**config.mk**
```make
export PLATFORM = sky130hd
export DESIGN_NAME = snake_scan_feeder
export DESIGN_NICKNAME = d
export VERILOG_FILES = /design/src/rtl/cnn_pkg.sv /design/src/rtl/feeder_fifo2.sv /design/src/rtl/snake_scan_feeder.sv
export SDC_FILE = /design/constraint.sdc
export NUM_CORES = 1
export LEC_CHECK = 0
export CAP_MARGIN = 10
export CORE_ASPECT_RATIO = 0.5
export CORE_UTILIZATION = 40
export DETAILED_ROUTE_END_ITERATION = 6
export GPL_TIMING_DRIVEN = 1
export MAX_ROUTING_LAYER = met4
export PLACE_DENSITY_LB_ADDON = 0.1
export RECOVER_POWER = 25
export SLEW_MARGIN = 10
export SYNTH_ARGS = -nofsm -noshare
export SYNTH_HDL_FRONTEND = slang
export SYNTH_SLANG_ARGS = --single-unit
export TNS_END_PERCENT = 20
```
**constraint.sdc**
```tcl
create_clock -name clk -period 4.3 [get_ports clk]
set_clock_uncertainty 0.2 [all_clocks]
set_input_delay 0.645 -clock clk [delete_from_list [all_inputs] [get_ports clk]]
set_output_delay 0.645 -clock clk [all_outputs]
set_load 0.05 [all_outputs]
```
**src/rtl/cnn_pkg.sv**
```systemverilog
// rtl/cnn_pkg.sv - shared types and defaults for the CNN feeder blocks
package cnn_pkg;

    localparam int LANE_W         = 8;
    localparam int PEA_NUM_DEF    = 32;
    localparam int CHANNEL_IN_DEF = 4;

    typedef enum logic [2:0] {
        IDLE,
        HEAD,
        BODY,
        DRAIN,
        DONE
    } feeder_state_e;

endpackage

```
**src/rtl/feeder_fifo2.sv**
```systemverilog
// rtl/feeder_fifo2.sv - two-entry output FIFO, push side unchecked, valid/ready pop side
module feeder_fifo2 #(
    parameter int W = 32
) (
    input  logic         clk,
    input  logic         rst_n,
    input  logic         wr_en_i,
    input  logic [W-1:0] wr_data_i,
    output logic         rd_tvalid_o,
    input  logic         rd_tready_i,
    output logic [W-1:0] rd_tdata_o,
    output logic [1:0]   count_o
);

    logic [W-1:0] mem_q [2];
    logic         wr_ptr_q, wr_ptr_d;
    logic         rd_ptr_q, rd_ptr_d;
    logic [1:0]   count_q, count_d;
    logic         pop;

    assign rd_tvalid_o = (count_q != 2'd0);
    assign rd_tdata_o  = mem_q[rd_ptr_q];
    assign count_o     = count_q;
    assign pop         = rd_tvalid_o && rd_tready_i;

    // The issuer never pushes into a full FIFO, so push/pop need no guards here.
    always_comb begin
        wr_ptr_d = wr_ptr_q ^ wr_en_i;
        rd_ptr_d = rd_ptr_q ^ pop;
        count_d  = count_q + {1'b0, wr_en_i} - {1'b0, pop};
    end

    always_ff @(posedge clk or negedge rst_n) begin
        if (!rst_n) begin
            mem_q[0] <= '0;
            mem_q[1] <= '0;
            wr_ptr_q <= 1'b0;
            rd_ptr_q <= 1'b0;
            count_q  <= 2'd0;
        end else begin
            if (wr_en_i) begin
                mem_q[wr_ptr_q] <= wr_data_i;
            end
            wr_ptr_q <= wr_ptr_d;
            rd_ptr_q <= rd_ptr_d;
            count_q  <= count_d;
        end
    end

endmodule

```
**src/rtl/snake_scan_feeder.sv**
```systemverilog
// rtl/snake_scan_feeder.sv - streams a feature map from SRAM in serpentine PE order
module snake_scan_feeder
    import cnn_pkg::*;
#(
    parameter int ROW        = 128,
    parameter int COL        = 128,
    parameter int CHANNEL_IN = CHANNEL_IN_DEF,
    parameter int PEA_num    = PEA_NUM_DEF,
    parameter int ADDR_W     = 14
) (
    input  logic                        clk,
    input  logic                        rst_n,
    input  logic                        start,
    input  logic [ADDR_W-1:0]           base_addr,
    output logic                        rd_en,
    output logic [ADDR_W-1:0]           rd_addr,
    input  logic [CHANNEL_IN*LANE_W-1:0] rd_data,
    output logic [PEA_num*LANE_W-1:0]   data_out,
    output logic                        data_valid,
    input  logic                        data_ready,
    output logic                        busy,
    output logic                        done
);

    localparam int RW = $clog2(ROW) + 1;
    localparam int CW = $clog2(COL) + 1;
    localparam int DW = CHANNEL_IN * LANE_W;

    if (ROW < 2) begin : g_row_chk
        $error("snake_scan_feeder: ROW must be >= 2");
    end
    if (PEA_num < CHANNEL_IN) begin : g_lane_chk
        $error("snake_scan_feeder: PEA_num must be >= CHANNEL_IN");
    end

    feeder_state_e     state_q, state_d;
    logic [RW-1:0]     row_q, row_d;
    logic [CW-1:0]     col_q, col_d;
    logic [ADDR_W-1:0] base_q, base_d;
    logic              inflight_q;
    logic [1:0]        fifo_count;
    logic              fifo_valid;
    logic [DW-1:0]     fifo_data;
    logic              pop;
    logic [1:0]        occ;
    logic              issue;

    feeder_fifo2 #(.W(DW)) u_fifo (
        .clk         (clk),
        .rst_n       (rst_n),
        .wr_en_i     (inflight_q),
        .wr_data_i   (rd_data),
        .rd_tvalid_o (fifo_valid),
        .rd_tready_i (data_ready),
        .rd_tdata_o  (fifo_data),
        .count_o     (fifo_count)
    );

    assign pop        = fifo_valid && data_ready;
    assign data_valid = fifo_valid;
    // Credit the beat leaving this cycle so a held-high ready sustains one beat per cycle.
    assign occ        = fifo_count + {1'b0, inflight_q} - {1'b0, pop};
    assign issue      = ((state_q == HEAD) || (state_q == BODY)) && (occ < 2'd2);
    assign rd_en      = issue;
    assign rd_addr    = base_q + ADDR_W'(row_q) * ADDR_W'(COL) + ADDR_W'(col_q);

    always_comb begin
        data_out = '0;
        if (fifo_valid) begin
            data_out[DW-1:0] = fifo_data;
        end
    end

    always_comb begin
        state_d = state_q;
        row_d   = row_q;
        col_d   = col_q;
        base_d  = base_q;
        busy    = 1'b0;
        done    = 1'b0;
        case (state_q)
            IDLE: begin
                if (start) begin
                    state_d = HEAD;
                    row_d   = '0;
                    col_d   = '0;
                    base_d  = base_addr;
                end
            end
            HEAD: begin
                busy = 1'b1;
                if (issue) begin
                    if (row_q == '0) begin
                        row_d = RW'(1);
                    end else if (col_q != CW'(COL - 1)) begin
                        row_d = '0;
                        col_d = col_q + CW'(1);
                    end else if (ROW == 2) begin
                        state_d = DRAIN;
                    end else begin
                        state_d = BODY;
                        row_d   = RW'(2);
                        col_d   = CW'(COL - 1);
                    end
                end
            end
            BODY: begin
                busy = 1'b1;
                if (issue) begin
                    // Odd rows run left to right, even rows right to left.
                    if (row_q[0] ? (col_q == CW'(COL - 1)) : (col_q == '0)) begin
                        if (row_q == RW'(ROW - 1)) begin
                            state_d = DRAIN;
                        end else begin
                            row_d = row_q + RW'(1);
                            col_d = row_q[0] ? CW'(COL - 1) : '0;
                        end
                    end else begin
                        col_d = row_q[0] ? (col_q + CW'(1)) : (col_q - CW'(1));
                    end
                end
            end
            DRAIN: begin
                busy = 1'b1;
                if (!inflight_q && ((fifo_count == 2'd0) || ((fifo_count == 2'd1) && pop))) begin
                    state_d = DONE;
                end
            end
            DONE: begin
                done    = 1'b1;
                state_d = IDLE;
            end
            default: state_d = IDLE;
        endcase
    end

    always_ff @(posedge clk or negedge rst_n) begin
        if (!rst_n) begin
            state_q    <= IDLE;
            row_q      <= '0;
            col_q      <= '0;
            base_q     <= '0;
            inflight_q <= 1'b0;
        end else begin
            state_q    <= state_d;
            row_q      <= row_d;
            col_q      <= col_d;
            base_q     <= base_d;
            inflight_q <= issue;
        end
    end

endmodule

```
==> summary.md <==
| Metric | Value |
|---|---|
| Max-Slew Margin vs Limit | `-78.7%` |
| Critical Path Fanout Max | `8` |
| Unrepaired setup endpoints after global routing | `no` |
| Total grt overflow | `0` |
| Slew @ Worst Pin | `2.68 ns` |
| First-pass GRT wire length | `24100 microns` |
| Crit path cell chain | `ha_1 > ha_1 > fa_1 > a21o_1 > nand4_1 > nand3_1 > xor2_1 > clkdlybuf4s50_1` |
| Main combinational cell family by area after synthesis | `buffers and inverters` |
| H-tree lvl count | `3` |
| Gr usage total | `16.2%` |
| Share of cells above drive strength 1 | `14.5%` |
| Startpoint types | `register` |
| Core area | `0.0185 sq mm` |
| Initial DRC count | `221` |
| Cells after DPL | `1107` |
| Starting density of the core | `41.1%` |
| Yosys reg bits | `102` |
| Gp weighted congestion | `0.835` |
| Ys flop type | `dfrtp_1` |
| Sw Ratio | `51.5%` |
| Top-area cell type share of the netlist area | `33.6%` |
| Hold Violations, Final | `0` |
| Number of global-route vias before repair | `4460` |
| HP Class | `reg2reg` |
| Clock Power Share | `11.3%` |
| P_int | `0.00343 W` |
| Arrival @ worst endpoint | `3.32 ns` |
| Syn Area/Cell | `9.83 sq um` |
| Critical Path Sink Type | `primary output` |
| Mux cell area share after synthesis | `16.2%` |
| Biggest area consumer among synthesized cells | `dfrtp_1` |
| Drt first pass iters | `4` |
| Die Y | `99.5 microns` |
| Die area | `0.0196 sq mm` |
| Number of remaining DRC errors | `0` |
| Num rows | `35` |
| Area grow syn2layout | `9.03%` |
| Worst skew pair latency | `0.35 ns` |
| Share of total power in combinational logic | `65.6%` |
| CP peak stage delay | `0.84 ns` |
| Worst setup path category | `reg2out` |
| Power density cells | `852 mW/mm^2` |
| Max Clock Freq | `0.240 GHz` |
| Final setup fails | `0` |
| Post-CTS Setup Bufs | `0` |
| GR Layer Usage met1 | `21.5%` |
| Worst Slack Setup Final | `0.139 ns` |
| Post-Layout Inst Area | `0.00829 sq mm` |
| Worst path required time | `3.45 ns` |
| Post-synthesis compound-gate area fraction | `7.60%` |
| Met3 GRT Util | `5.05%` |
| Number of synthesized flops with an enable pin | `0` |
| Most common cell on crit path | `ha_1` |
| CTS tree | `done` |
| WL final | `15100 microns` |
| Buf/Inv on CP | `1` |
| Post-synthesis cell count | `774` |
| Commonest non-fill, non-tap cell in the layout | `conb_1` |
| Final nets | `944` |
| Clock slew seen by the registers of the worst setup and hold paths | `0.07 ns` |
| Mapped cell area | `0.00761 sq mm` |
| Outcome | `complete, but fails checks` |
| Sw power | `0.00364 W` |
| Post-detail-place hpwl | `10800 microns` |
| Post-Synth XOR/XNOR Area | `2.04%` |
| CP max stage cell | `clkdlybuf4s50_1` |
| Pleak | `3.98 nW` |
| Fraction of registers with async set/reset | `100%` |
| Worst slack, placed | `0.352 ns` |
| Io pins | `324` |
| # port buffers | `99` |
| WHS | `0.309 ns` |
| Post-route insts no fill | `1124` |
| Pin count of the biggest net entering global routing | `50` |
| Yosys cell types | `61` |
| Crit-path leading delay family | `adder cells` |
| Maximum vdd ir drop | `0.601 mV` |
| Max Cap Viol | `1` |
| Drt via density | `4.35` |
| Top cells by area, synth | `dfrtp_1, buf_4, mux2_2` |
| Fin crit period | `4.16 ns` |
| Max-slew violations | `50` |
| Commonest non-fill, non-tap cells in the layout | `conb_1, dfrtp_1, clkdlybuf4s50_1, mux2_2, nor2_1` |
| Final ANT Viol Nets | `0` |
| Synth warnings | `0` |
| CTS Sinks | `102` |
| Die width | `197 microns` |
| Met2 usage | `23.9%` |
| Reg power frac | `23.1%` |
| Post-synthesis simple-gate area fraction | `9.59%` |
| Via total after detailed routing | `4886` |
| Seq/Total Area, Yosys | `33.6%` |
| Adder-cell share of the synthesized area | `5.95%` |
| Per-cell routed wire length | `13.4 microns` |
| Clock Tree Root | `clkbuf_16` |
| Total CTS buffers | `9` |
| Clock Path Buffers | `2` |
| Failing checks | `capacitance limit, slew limit` |
| Placed cell areas | `0.00801 sq mm` |
| Antenna violations before repair | `1` |
| GR peak layer | `met2` |
| Tcrit/Tclk final | `96.8%` |
| Setup_tns | `0 ns` |
==> final timing paths <==
check                      slack [ns]  depth (start not counted)                        start                      endpoint
max                              0.14                          8         col_q[1]$_DFFE_PN0P_                    rd_addr[7]
min                              0.31                          1  u_fifo.mem_q[4]$_DFFE_PN0P_   u_fifo.mem_q[4]$_DFFE_PN0P_
max reg2reg                      1.02                         12  u_fifo.count_o[1]$_DFF_PN0_          col_q[6]$_DFFE_PN0P_
min reg2reg                      0.31                          1  u_fifo.mem_q[4]$_DFFE_PN0P_   u_fifo.mem_q[4]$_DFFE_PN0P_
max in group asynchronous        1.10                          2                        rst_n          col_q[7]$_DFFE_PN0P_
min in group asynchronous        0.94                          1                        rst_n  u_fifo.mem_q[58]$_DFFE_PN0P_
==> worst reg2reg max path: stages (launching register included) <==
cell      delay (ns)
dfrtp_1         0.44
nor2_2          0.12
inv_1           0.06
and2_1          0.17
ha_1            0.27
inv_1           0.05
ha_1            0.17
xor3_1          0.33
a221o_1         0.39
a211oi_2        0.43
buf_4           0.26
a21boi_0        0.18
o21ai_0         0.09
==> through the flow <==
step / util (%) / total power (W)
final: 44.8 / 0.00706
after global routing: 44.8 / 0.00752
after CTS: 44.7 / 0.00714
after detailed placement: 43.3 / 0.00631
after global placement: 43.3 / 0.00631
after floorplan: - / 0.00521
==> repair_timing <==
action,in CTS,in global routing
pin swaps,0,0
endpoints found under the setup margin,1,1
resized for setup,1,2
hold buffers,0,0
==> flip-flops by register name, summed over array words and instances (netlist names) <==
register,count
u_fifo.wr_ptr_q,1
state_q,3
row_q,8
u_fifo.count_o,2
inflight_q,1
u_fifo.mem_q,64
u_fifo.rd_ptr_q,1
col_q,8
base_q,14
==> layer usage <==
| layer | part of all wire (%) | wire, microns |
|---|---|---|
| met1 | 47 | 7120 |
| met2 | 45 | 6810 |
| met3 | 6.6 | 994 |
| met4 | 0.86 | 129 |
| met5 | 0 | 0 |
==> final cells by class <==
| type | instances | area, sq um |
|---|---|---|
| timing repair buffer | 110 | 1070 |
| antenna | 1 | 2.50 |
| tap | 259 | 324 |
| sequential | 102 | 2550 |
| inverter | 18 | 67.6 |
| multi-input combinational | 618 | 4000 |
| clock inverter | 3 | 26.3 |
| fill | 1804 | 10200 |
| clock buffer | 13 | 250 |
==> power by group through the flow <==
stage | Sequential [W] | Clock, W | Combinational, W
finish | 0.00163 | 0.000798 | 0.00463
global route | 0.00170 | 0.000865 | 0.00496
CTS | 0.00163 | 0.000825 | 0.00468
detailed placement | 0.00165 | 0 | 0.00466
global placement | 0.00164 | 0 | 0.00468
floorplan | 0.00154 | 0 | 0.00368
==> synth_stat cells, drive strengths merged, types with 4 or more instances <==
cell and count:
nand2 23, clkbuf 20, nand4 5, ha 33
nor3 8, a31oi 11, mux2i 35, a21o 5
xnor2 8, inv 18, mux2 78, buf 239
nand3 12, nand2b 4, nor2 54, o21ai 29
nor3b 6, xor2 7, dfrtp 102, and3 6
o211ai 4, a21oi 13, nor4b 4
==> logic make-up (layout without fill, tap and decap cells) <==
logic type	Yosys count	in the layout
compound gates	89	89
xor+xnor	16	16
fa+ha+maj	35	35
buf+inv	277	144
flops	102	102
mux	113	113
other cells	1	225
simple gates	141	141
Note: power is estimated with default switching activity, not from simulation.
